<file path="src/rtl/trace_emitter_pkg.sv">
// Shared encodings for the trace emitter: FSM states, line lengths, ASCII codes, checker verdicts.
package trace_emitter_pkg;

    typedef enum logic [1:0] {
        S_IDLE  = 2'd0,
        S_EMIT  = 2'd1,
        S_CHECK = 2'd2
    } state_t;

    localparam int REG_LINE_LEN = 32;
    localparam int MEM_LINE_LEN = 38;

    localparam logic [7:0] ASCII_SP     = 8'h20;
    localparam logic [7:0] ASCII_CARET  = 8'h5e;
    localparam logic [7:0] ASCII_AT     = 8'h40;
    localparam logic [7:0] ASCII_COLON  = 8'h3a;
    localparam logic [7:0] ASCII_DOLLAR = 8'h24;
    localparam logic [7:0] ASCII_STAR   = 8'h2a;
    localparam logic [7:0] ASCII_LT     = 8'h3c;
    localparam logic [7:0] ASCII_EQ     = 8'h3d;
    localparam logic [7:0] ASCII_HASH   = 8'h23;
    localparam logic [7:0] ASCII_ZERO   = 8'h30;
    localparam logic [7:0] ASCII_A_LC   = 8'h61;

    localparam logic [1:0] FMT_NONE = 2'b00;
    localparam logic [1:0] FMT_REG  = 2'b01;
    localparam logic [1:0] FMT_MEM  = 2'b10;

    // k = 0 selects the most significant nibble
    function automatic logic [3:0] word_nibble(input logic [31:0] w, input logic [2:0] k);
        return w[{3'd7 - k, 2'b00} +: 4];
    endfunction

endpackage

</file>
<file path="src/rtl/trace_hex_char.sv">
// Nibble to ASCII: lowercase hex digit, or raw nibble+'0' when bcd is set (no range correction).
// Purely combinational.
module trace_hex_char
    import trace_emitter_pkg::*;
(
    input  logic [3:0] nibble,
    input  logic       bcd,
    output logic [7:0] ascii
);

    always_comb begin
        if (bcd || nibble < 4'd10) begin
            ascii = ASCII_ZERO + {4'h0, nibble};
        end else begin
            ascii = ASCII_A_LC + {4'h0, nibble - 4'd10};
        end
    end

endmodule

</file>
<file path="src/rtl/trace_emitter.sv">
// Serialises register/memory write traces into ASCII lines, one char per cycle, round-robin between channels.
// First char appears the cycle after grant; requests hold until their one-cycle ack and wait while a line is emitted.
module trace_emitter
    import trace_emitter_pkg::*;
#(
    parameter int ERR_W    = 8,
    parameter int CHECK_EN = 1
) (
    input  logic             clk,
    input  logic             reset,
    input  logic             reg_req,
    input  logic [15:0]      reg_time,
    input  logic [31:0]      reg_pc,
    input  logic [4:0]       reg_num,
    input  logic [31:0]      reg_data,
    output logic             reg_ack,
    input  logic             mem_req,
    input  logic [15:0]      mem_time,
    input  logic [31:0]      mem_pc,
    input  logic [31:0]      mem_addr,
    input  logic [31:0]      mem_data,
    output logic             mem_ack,
    output logic [7:0]       char,
    input  logic [1:0]       format_type,
    output logic             busy,
    output logic             err_flag,
    output logic [ERR_W-1:0] err_cnt
);

    state_t      state;
    logic [5:0]  idx;
    logic        rr_mem_first;
    logic        lat_mem;
    logic [15:0] lat_time;
    logic [31:0] lat_pc;
    logic [31:0] lat_f2;
    logic [31:0] lat_data;

    logic        grant_reg;
    logic        grant_mem;
    logic [5:0]  last_idx;
    logic [1:0]  exp_fmt;
    logic [5:0]  pos;
    logic [5:0]  rpos;
    logic        lit_sel;
    logic [7:0]  lit_char;
    logic [3:0]  nib;
    logic        nib_bcd;
    logic [7:0]  hex_ascii;
    logic [7:0]  nxt_char;
    logic [4:0]  num;
    logic [3:0]  num_tens;
    logic [3:0]  num_ones;

    assign grant_reg = reg_req && (!mem_req || !rr_mem_first);
    assign grant_mem = mem_req && !grant_reg;
    assign last_idx  = lat_mem ? 6'(MEM_LINE_LEN - 1) : 6'(REG_LINE_LEN - 1);
    assign exp_fmt   = lat_mem ? FMT_MEM : FMT_REG;

    always_comb begin
        num      = lat_f2[4:0];
        num_tens = 4'd0;
        num_ones = 4'(num);
        if (num >= 5'd30) begin
            num_tens = 4'd3;
            num_ones = 4'(num - 5'd30);
        end else if (num >= 5'd20) begin
            num_tens = 4'd2;
            num_ones = 4'(num - 5'd20);
        end else if (num >= 5'd10) begin
            num_tens = 4'd1;
            num_ones = 4'(num - 5'd10);
        end
    end

    // Mem lines insert 8 address digits where reg lines carry "nn"; past that the
    // two layouts coincide after a fixed shift of 6 positions.
    always_comb begin
        pos      = idx + 6'd1;
        rpos     = (lat_mem && pos >= 6'd25) ? pos - 6'd6 : pos;
        lit_sel  = 1'b1;
        lit_char = ASCII_SP;
        nib      = 4'd0;
        nib_bcd  = 1'b0;
        if (lat_mem && pos >= 6'd17 && pos <= 6'd24) begin
            lit_sel = 1'b0;
            nib     = word_nibble(lat_f2, 3'(pos - 6'd17));
        end else begin
            case (rpos) inside
                [6'd1:6'd4]: begin
                    lit_sel = 1'b0;
                    nib_bcd = 1'b1;
                    nib     = lat_time[{2'(6'd4 - rpos), 2'b00} +: 4];
                end
                6'd5:          lit_char = ASCII_AT;
                [6'd6:6'd13]: begin
                    lit_sel = 1'b0;
                    nib     = word_nibble(lat_pc, 3'(rpos - 6'd6));
                end
                6'd14:         lit_char = ASCII_COLON;
                6'd16:         lit_char = lat_mem ? ASCII_STAR : ASCII_DOLLAR;
                6'd17: begin
                    lit_sel = 1'b0;
                    nib     = num_tens;
                end
                6'd18: begin
                    lit_sel = 1'b0;
                    nib     = num_ones;
                end
                6'd20:         lit_char = ASCII_LT;
                6'd21:         lit_char = ASCII_EQ;
                [6'd23:6'd30]: begin
                    lit_sel = 1'b0;
                    nib     = word_nibble(lat_data, 3'(rpos - 6'd23));
                end
                6'd31:         lit_char = ASCII_HASH;
                default:       lit_char = ASCII_SP;
            endcase
        end
    end

    trace_hex_char u_hex (
        .nibble (nib),
        .bcd    (nib_bcd),
        .ascii  (hex_ascii)
    );

    assign nxt_char = lit_sel ? lit_char : hex_ascii;

    always_ff @(posedge clk) begin
        if (!reset) begin
            state        <= S_IDLE;
            idx          <= 6'd0;
            char         <= ASCII_SP;
            reg_ack      <= 1'b0;
            mem_ack      <= 1'b0;
            busy         <= 1'b0;
            err_flag     <= 1'b0;
            err_cnt      <= '0;
            rr_mem_first <= 1'b0;
            lat_mem      <= 1'b0;
            lat_time     <= 16'd0;
            lat_pc       <= 32'd0;
            lat_f2       <= 32'd0;
            lat_data     <= 32'd0;
        end else begin
            reg_ack <= 1'b0;
            mem_ack <= 1'b0;
            case (state)
                S_EMIT: begin
                    if (idx == last_idx) begin
                        state <= S_CHECK;
                        char  <= ASCII_SP;
                        busy  <= 1'b0;
                    end else begin
                        idx  <= idx + 6'd1;
                        char <= nxt_char;
                    end
                end
                default: begin
                    // verdict refers to the line just finished, even if a new grant lands this edge
                    if (state == S_CHECK && CHECK_EN != 0 && format_type != exp_fmt) begin
                        err_flag <= 1'b1;
                        if (err_cnt != '1) begin
                            err_cnt <= err_cnt + 1'b1;
                        end
                    end
                    if (grant_reg || grant_mem) begin
                        state        <= S_EMIT;
                        idx          <= 6'd0;
                        char         <= ASCII_CARET;
                        busy         <= 1'b1;
                        reg_ack      <= grant_reg;
                        mem_ack      <= grant_mem;
                        rr_mem_first <= grant_reg;
                        lat_mem      <= grant_mem;
                        lat_time     <= grant_mem ? mem_time : reg_time;
                        lat_pc       <= grant_mem ? mem_pc : reg_pc;
                        lat_f2       <= grant_mem ? mem_addr : {27'd0, reg_num};
                        lat_data     <= grant_mem ? mem_data : reg_data;
                    end else begin
                        state <= S_IDLE;
                        char  <= ASCII_SP;
                        busy  <= 1'b0;
                    end
                end
            endcase
        end
    end

endmodule

</file>
<file path="config.mk">
export PLATFORM = sky130hd
export DESIGN_NAME = trace_emitter
export DESIGN_NICKNAME = d
export VERILOG_FILES = /design/src/rtl/trace_emitter_pkg.sv /design/src/rtl/trace_hex_char.sv /design/src/rtl/trace_emitter.sv
export SDC_FILE = /design/constraint.sdc
export NUM_CORES = 1
export LEC_CHECK = 0
export CORE_AREA = 5 5 138 140
export DETAILED_ROUTE_END_ITERATION = 16
export DIE_AREA = 0 0 143 145
export MAX_ROUTING_LAYER = met4
export PLACE_DENSITY = 0.91
export SLEW_MARGIN = 0
export SYNTH_ARGS = -nofsm -noshare
export SYNTH_HDL_FRONTEND = slang
export SYNTH_SLANG_ARGS = --single-unit
</file>
<file path="constraint.sdc">
create_clock -name clk -period 6.6 [get_ports clk]
set_input_delay 0.99 -clock clk [delete_from_list [all_inputs] [get_ports clk]]
set_output_delay 0.99 -clock clk [all_outputs]
set_load 0.02 [all_outputs]
</file>
Word-level counts from Yosys, hierarchy flattened --
Index checks and enable logic that the tools add are counted.
Storage, ports and cells: bits of input ports 203, latch bits 0, logic and storage cells 150, RAM bits 0, memories kept 0, memory bits (read-only) 0, register bits after elaboration 142
Operators by class: bitwise operators 3, add/sub/neg operators 16, equal/unequal tests 15, mux-type cells 64, div/mod/pow operators 0, $mul 0, reductions and logical operators 21, $lt $le $gt $ge 13, shift-type cells 4
Operators by type and width (number):
- $mux W32 | 3
- $shiftx A32 B6 Y4 | 3
- $mux W4 | 17
- $mux W8 | 5
- $eq A6 B5 Y1 const B | 6
- $mux W5 | 7
- $mux W6 | 5
- $mux W7 | 3
- $ge A6 B5 Y1 const B | 3
- $mux W1 | 18
- $mux W16 | 1
- $shiftx A16 B5 Y4 | 1
- $le A6 B5 Y1 const B | 2
- $sub A4 B4 Y4 const B | 3
- $ge A5 B5 Y1 const B | 2
- $mux W2 | 5
- $logic_and A1 B1 Y1 | 9
- $sub A3 B3 Y3 const A | 3
- $add A7 B4 Y8 const A | 1
- $add A8 B1 Y8 const B | 1
- $ne A8 B8 Y1 const B | 1
- $add A6 B4 Y7 const A | 1
- $add A6 B1 Y6 const B | 1
- $eq A6 B3 Y1 const B | 1
- 24 further kinds | 34

Longest topological paths before layout --
Gate-level depths: netlist (run 1).
depth in word-level cells 24, mapped depth 28, depth with buffers taken out 25

By module --
A second synthesis (run 1) with hierarchy kept.
Second synthesis, totals: cells, all modules 851, area total of the unflattened synthesis 8368.0 um2
By module, submodules not included:
- trace_emitter | area each 8210.4 um2, instances 1, cells an instance 829, sequential area each 2822.7 um2
- trace_hex_char | area each 157.7 um2, instances 1, cells an instance 22, sequential area each 0.0 um2

Worst setup path before layout (run 1) --
Ideal clock, no wire load.
kind reg2reg, start point register idx[0], end point register char[3], required time 6474 ps, setup time 126 ps, buffers on the path 5, arrival 5973 ps, slack 500 ps, stages on the path, launching flop included 25, cells stage by stage dfxtp_1 > clkbuf_1 > buf_1 > clkbuf_1 > inv_1 > ha_1 > buf_2 > nor2_1 > a32oi_4 > nand2_4 > ha_1 > buf_1 > mux4_2 > or3b_1 > a211oi_1 > o211ai_1 > a311oi_2 > inv_1 > ha_1 > nand2b_1 > or3_1 > nor3_1 > or4_1 > nor3_1 > o31ai_1
Between the ends: longest elaborated chain between the ends 24, elaborated cells on any way between the ends 80, those cells by class 12 x add/sub; 10 x order compare; 8 x eq/ne; 4 x shift; 39 x mux; 7 x reduce/logical
Ends and longest elaborated chain:
- from (decl) | line trace_emitter.sv:31 | logic [5:0] idx;
- from (signal assigned) | line trace_emitter.sv:156 | idx <= idx + 6'd1;
- $add A6 B1 Y6 | line trace_emitter.sv:79 | pos = idx + 6'd1;
- $ge A6 B5 Y1 | line trace_emitter.sv:80 | rpos = (lat_mem && pos >= 6'd25) ? pos - 6'd6 : pos;
- $logic_and A1 B1 Y1 | line trace_emitter.sv:80
- $mux W6 | line trace_emitter.sv:80
- $sub A3 B3 Y3 | line trace_emitter.sv:114 | nib = word_nibble(lat_data, 3'(rpos - 6'd23));
- $sub A3 B3 Y3 | line trace_emitter_pkg.sv:31 | return w[{3'd7 - k, 2'b00} +: 4];
- $shiftx A32 B6 Y4 | line trace_emitter_pkg.sv:31
- $mux W4 (10 in a row) | line trace_emitter.sv:89 | case (rpos) inside
- $mux W4 | line trace_emitter.sv:85 | if (lat_mem && pos >= 6'd17 && pos <= 6'd24) begin
- $sub A4 B4 Y4 or $lt A4 B4 Y1 (tied branches) | line trace_hex_char.sv:15, trace_hex_char.sv:12
- $add A7 B4 Y8 or $logic_or A1 B1 Y1 (tied branches) | line trace_hex_char.sv:15, trace_hex_char.sv:12
- $mux W8 | line trace_hex_char.sv:12 | if (bcd || nibble < 4'd10) begin
- $mux W8 | line trace_emitter.sv:128 | assign nxt_char = lit_sel ? lit_char : hex_ascii;
- $mux W8 (*) | line trace_emitter.sv:151 | if (idx == last_idx) begin
- $mux W8 (*) | line trace_emitter.sv:149 | case (state)
- to (signal assigned) | line trace_emitter.sv:157 | char <= nxt_char;
- to (decl) | line trace_emitter.sv:23 | output logic [7:0] char,
Every way passes the cells marked *; elsewhere a longest branch is shown, timed or not. A chain may end at the register's enable or synchronous reset.

Worst setup path in the final report (run 1) --
start point register idx[1], end point register char[3]
The elaborated chain is that of the path after synthesis.

==> impl_metrics.toml, run 1 <==
[timing]
tightest_slew_ns = 1.16
drv_slew = 0
fmax_ghz = 0.166
rsz0062_at_grt = "no"
min_period_ns = 6.02
setup_viol = 0
post-route-period-util = 0.912
max_slew_margin = 0.223
finalHoldViolations = 0
skew_ns = 0.00918
fin_tns_setup_ns = 0

[setup_path]
r2r_start = "idx[1]"
r2r_end = "char[3]"
cp_cell_sequence = "ha_1 -> xor2_2 -> or3_4 -> a211o_4 -> a32oi_4 -> nand2_4 -> ha_1 -> mux4_2 -> or3b_1 -> a211oi_1 -> o211ai_1 -> a311oi_2 -> inv_1 -> ha_1 -> nand2b_1 -> or3_1 -> nor3_1 -> or4_1 -> nor3_1 -> o31ai_1"
cp_max_fo = 12
end_kind = "flop"
cp_common_cell = "ha_1"
cp_slowest_cell = "dfxtp_1"
rrSetupSlack_ns = 0.58
crit_type = "flop to flop"
worstSetupStartpointType = "flop"
slowest_delay_ns = 0.56
critical_path_required_ns = 6.90
crit_arrival_ns = 6.32
worst-r2r-cell-count = 20
crit_path_start = "idx[1]"

[yosys]
synth_top_area_share = 0.322
async_flop_share = 0
synth_top_area_cell = "dfxtp_1"
synth_edf_count = 0
syn_area_per_cell_um2 = 9.34
ys_warn_count = 0
synth_ff_type = "dfxtp_1"
synth_area_um2 = 8710
synth-seq-cells = 140
ys_seq_area_frac = 0.322
synth.top_cells.by_count = "140 x dfxtp_1, 128 x nand2_1, 92 x mux2i_1"
synth_cells = 933
synthTopCellsByArea = "dfxtp_1 32%, mux2i_1 11%, o211a_1 10%"
syn_nets = 1156
yosysUniqueCellTypes = 88
yosysMostFrequentCell = "dfxtp_1"

[clocking]
clkTransAtPathRegs_ns = 0.06
cts_root_buffer = "clkbuf_16"
clock_path_buffers = 2
htree_levels = 4
cts_buffers = 17
clk_latency_ns = 0.43
cts_tree = "built"
post_cts_resized = 0
postCtsSetupRepairBufs = 0
ctsHoldBuffers = 0
clock-sinks = 140

[place]
io_buffer_count = 221
routabilityCongestion = 0.967
postPlaceCellArea_um2 = 11000
hpwl_mm = 20.4

[cells_and_area]
antennaDiodeCount = 0
fillers = 1426
seqCellArea_um2 = 2800
area_growth_pct = 33.1
final_cell_area_um2 = 11600
layout.nets = 1338
drive_gt1_frac = 0.0860
multi_input_area_um2 = 5550

[hold_path]
hold_class = "flop to flop"
holdPathEnd = "err_flag"
min_path_cells = 1
hold_start = "err_flag"

[floorplan]
die_w_um = 143
row_count = 49
io_pins = 223
die_height_um = 145
core_area_um2 = 17700
dieArea_um2 = 20700
start_util = 0.492

[routing]
drt_first_pass_iters = 6
dr.first_iter.drc_count = 649
wl_mm = 26.4
antenna_left = 0
drc = 0
route.vias.total = 8057
routed_via_density = 5.94
wl_per_cell_um = 19.5

[power_and_ir_drop]
leakagePower_nw = 5.42
peakVddDrop_uv = 162
p_per_area_nw_per_um2 = 212
power_mw = 2.46

[global_routing]
grt_max_degree = 100
antenna_found_initial = 0
grt_pass1_wl_mm = 41.2
gr-total-overflow = 0
grt_pass1_vias = 8011
track_usage = 0.256

[run]
maxCapViolations = 0

[run_status]
status = "finished clean"
cells in the final DEF, fill, tap and decap left out, types with 17 or more instances in the layout:
| cell | instances |
|---|---|
| o211a_1 | 87 |
| clkdlybuf4s50_1 | 220 |
| inv_1 | 23 |
| a22o_1 | 33 |
| dfxtp_1 | 139 |
| ha_1 | 20 |
| mux2i_1 | 92 |
| o21ai_0 | 31 |
| nor2b_1 | 17 |
| mux4_2 | 20 |
| clkbuf_16 | 17 |
| nand2_1 | 128 |
| nor2_1 | 30 |
| a21oi_1 | 26 |
logic make-up after synthesis:
family,after synthesis,synth area share
muxes,124,0.176
xor gates and xnor gates,16,0.0185
and+or+nand+nor,257,0.139
DFF,140,0.322
adders and majority gates,20,0.0287
AOI/OAI and AO/OA,281,0.271
other,1,0.000430
buffers and inverters,94,0.0440
metal layers:
metal | part of all wire | vias to the layer above | GRT usage | wire (um)
met2 | 0.49 | 328 | 0.419 | 13000
met3 | 0.064 | 63 | 0.0536 | 1700
met4 | 0.033 | 0 | 0.0998 | 884
li1 | - | 3872 | - | -
met5 | 0 | - | - | 0
met1 | 0.41 | 3794 | 0.309 | 10800
how the worst max path moves through the flow:
stage / end / slack (ns)
after floorplan: char[3] / 0.50
after global placement: char[3] / 0.75
after detailed placement: char[3] / 0.59
after CTS: char[3] / 0.58
after global routing: char[3] / 0.17
final: char[3] / 0.58
state kept, by name, indices dropped and copies added (netlist names):
register and cells:
mem_ack 1, state 2, err_flag 1, reg_ack 1, lat_mem 1, err_cnt 8
lat_pc 32, lat_time 16, char 7, rr_mem_first 1, lat_data 32, lat_f2 32
idx 6
worst max-delay path, delay by kind of cell, from the launching register on:
family | cells | cell delay [ns]
AND/OR/NAND/NOR | 8 | 1.90
AO/OA/AOI/OAI | 6 | 1.50
adder cells (fa/ha/maj) | 3 | 1.28
flip-flops | 1 | 0.56
multiplexers | 1 | 0.26
XOR/XNOR | 1 | 0.24
buffers and inverters | 1 | 0.16
report_power, final:
group          internal [mW]  switching (mW)  total (mW)
registers              0.913          0.0509       0.964
logic                  0.308           0.266       0.574
clock network          0.525           0.396       0.922
total                   1.75           0.714        2.46
per-stage QoR:
step | std cells | utilization | worst slack (ns) | hold slack (ns)
final | 1357 | 0.654 | 0.583 | 0.467
after global routing | 1357 | 0.654 | 0.173 | 0.483
after CTS | 1357 | 0.654 | 0.583 | 0.469
after detailed placement | 1325 | 0.622 | 0.594 | 0.455
after global placement | 1325 | 0.622 | 0.752 | 0.449
after floorplan | 933 | - | 0.500 | 0.444
cell type report:
class | count | area share
tap | 229 | 0.0247
clock inverter | 14 | 0.0119
clock buffer | 18 | 0.0370
sequential | 140 | 0.242
timing repair buffer | 233 | 0.198
inverter | 24 | 0.00777
multi-input combinational | 699 | 0.478
No activity file was read; power rests on OpenSTA's default activity.
==> run 2, diff against run 1 <==
--- a/config.mk
+++ b/config.mk
@@ -5,11 +5,12 @@
 export SDC_FILE = /design/constraint.sdc
 export NUM_CORES = 1
 export LEC_CHECK = 0
-export CORE_AREA = 5 5 138 140
+export CORE_AREA = 5 5 164 166
+export CTS_CLUSTER_SIZE = 12
 export DETAILED_ROUTE_END_ITERATION = 16
-export DIE_AREA = 0 0 143 145
+export DIE_AREA = 0 0 169 171
 export MAX_ROUTING_LAYER = met4
-export PLACE_DENSITY = 0.91
+export PLACE_DENSITY = 0.7
 export SLEW_MARGIN = 0
 export SYNTH_ARGS = -nofsm -noshare
 export SYNTH_HDL_FRONTEND = slang
==> impl_metrics.toml, run 2 (synthesis gave the netlist of run 1 again) <==
[place]
dp_slack_ns = 0.603
hpwl_mm = 20.6
io_buffer_count = 221
routabilityCongestion = 0.936

[power_and_ir_drop]
clkPwrFrac = 0.387
leakagePower_nw = 5.41
peakVddDrop_uv = 123
p_int_mw = 1.79
swShare = 0.284
seqPwrFrac = 0.386
p_per_area_nw_per_um2 = 213
p_sw_mw = 0.709
comb_power_share = 0.227

[global_routing]
antenna_found_initial = 1
grt_pass1_wl_mm = 41.1
gr-total-overflow = 0
grt_max_degree = 104
track_usage = 0.184
grt_pass1_vias = 7733

[routing]
dr.first_iter.drc_count = 563
route.vias.total = 7871
drt_first_pass_iters = 5
wl_mm = 26.5
routed_via_density = 5.39
drc = 0
antenna_left = 0
wl_per_cell_um = 18.2

[floorplan]
row_count = 59
die_w_um = 169
dieArea_um2 = 28900
core_area_um2 = 25500
start_util = 0.342
die_height_um = 171
io_pins = 223

[hold_path]
min_path_cells = 1
hold_class = "flop to flop"
hold_start = "err_flag"

[timing]
post-route-period-util = 0.915
fmax_ghz = 0.166
rsz0062_at_grt = "no"
max_slew_margin = 0.202
drv_slew = 0
min_period_ns = 6.04
setup_viol = 0
tightest_slew_ns = 1.20
fin_ws_ns = 0.560
skew_ns = 0.0188
finalHoldViolations = 0
fin_tns_setup_ns = 0

[setup_path]
crit_arrival_ns = 6.32
crit_path_start = "idx[1]"
slowest_delay_ns = 0.56
cp_common_cell = "ha_1"
worstSetupStartpointType = "flop"
cp_slowest_cell = "dfxtp_1"
r2r_start = "idx[1]"
cp_cell_sequence = "ha_1 -> xor2_2 -> or3_4 -> a211o_4 -> a32oi_4 -> nand2_4 -> ha_1 -> mux4_2 -> mux2_1 -> a22o_1 -> a41o_1 -> inv_1 -> ha_1 -> or3_1 -> nor3_1 -> or4_1 -> nor3_1 -> o31ai_1"
worst-r2r-cell-count = 18
crit_type = "flop to flop"
end_kind = "flop"
cp_max_fo = 12
rrSetupSlack_ns = 0.56
critical_path_required_ns = 6.88

[clocking]
cts_tree = "built"
ctsHoldBuffers = 0
clock-sinks = 140
post_cts_resized = 0
cts_buffers = 17
htree_levels = 4
clock_path_buffers = 2
postCtsSetupRepairBufs = 0
clkTransAtPathRegs_ns = 0.06
cts_root_buffer = "clkbuf_16"
clk_latency_ns = 0.42

[cells_and_area]
reg.largest.list = "lat_data x32, lat_f2 x32, lat_pc x32"
seqCellArea_um2 = 2800
layout_commonest_cell = "clkdlybuf4s50_1"
layout.nets = 1335
multi_input_area_um2 = 5550
fillers = 2513
area_growth_pct = 34.7
layout_common_cells = "220 x clkdlybuf4s50_1, 139 x dfxtp_1, 128 x nand2_1"
drive_gt1_frac = 0.0836

[run]
maxCapViolations = 0

[run_status]
status = "finished clean"
==> run 2: routing by layer <==
| layer | up-vias | routed length, um | track usage |
|---|---|---|---|
| li1 | 3857 | - | - |
| met1 | 3707 | 11600 | 0.228 |
| met2 | 265 | 12900 | 0.305 |
| met3 | 42 | 1380 | 0.0358 |
| met4 | 0 | 686 | 0.0592 |
| met5 | - | 0 | - |
==> run 2: cell type report <==
cell class              count  share of cell area
repair buffers            230               0.194
clock inverters            13              0.0131
diodes                      1            0.000213
multi-input cells         699               0.473
well taps                 335              0.0357
clock buffers              18              0.0374
inverters                  24             0.00768
flip-flops and latches    140               0.239
==> run 2: final timing paths <==
kind	to
min	err_flag
min reg2reg	err_flag
max reg2reg	char[3]
max	char[3]
==> run 2: stage by stage <==
step / instance area, um2 / hold WS (ns) / power, mW / instances / utilization
after floorplan: 8710 / 0.444 / 1.31 / 933 / -
after global placement: 11100 / 0.457 / 1.55 / 1428 / 0.437
after detailed placement: 11100 / 0.461 / 1.55 / 1428 / 0.437
after CTS: 11700 / 0.479 / 2.53 / 1459 / 0.461
after global routing: 11700 / 0.489 / 2.62 / 1460 / 0.461
final: 11700 / 0.474 / 2.50 / 1460 / 0.461
==> run 2: worst max-delay path, delay by kind of cell, from the launching register on <==
| kind | cells | cell delay (ns) |
|---|---|---|
| xor+xnor | 1 | 0.23 |
| buf+inv | 1 | 0.15 |
| simple gates | 6 | 1.50 |
| fa+ha+maj | 3 | 1.36 |
| compound gates | 5 | 1.23 |
| mux | 2 | 0.88 |
| flops | 1 | 0.56 |
==> run 2: power by group through the flow <==
stage | Sequential [mW] | Combinational, mW | Clock [mW]
3_3_place_gp | 0.984 | 0.566 | 0
4_1_cts | 0.966 | 0.573 | 0.987
3_5_place_dp | 0.984 | 0.570 | 0
6_report | 0.966 | 0.568 | 0.966
2_1_floorplan | 0.965 | 0.347 | 0
5_1_grt | 0.972 | 0.622 | 1.03
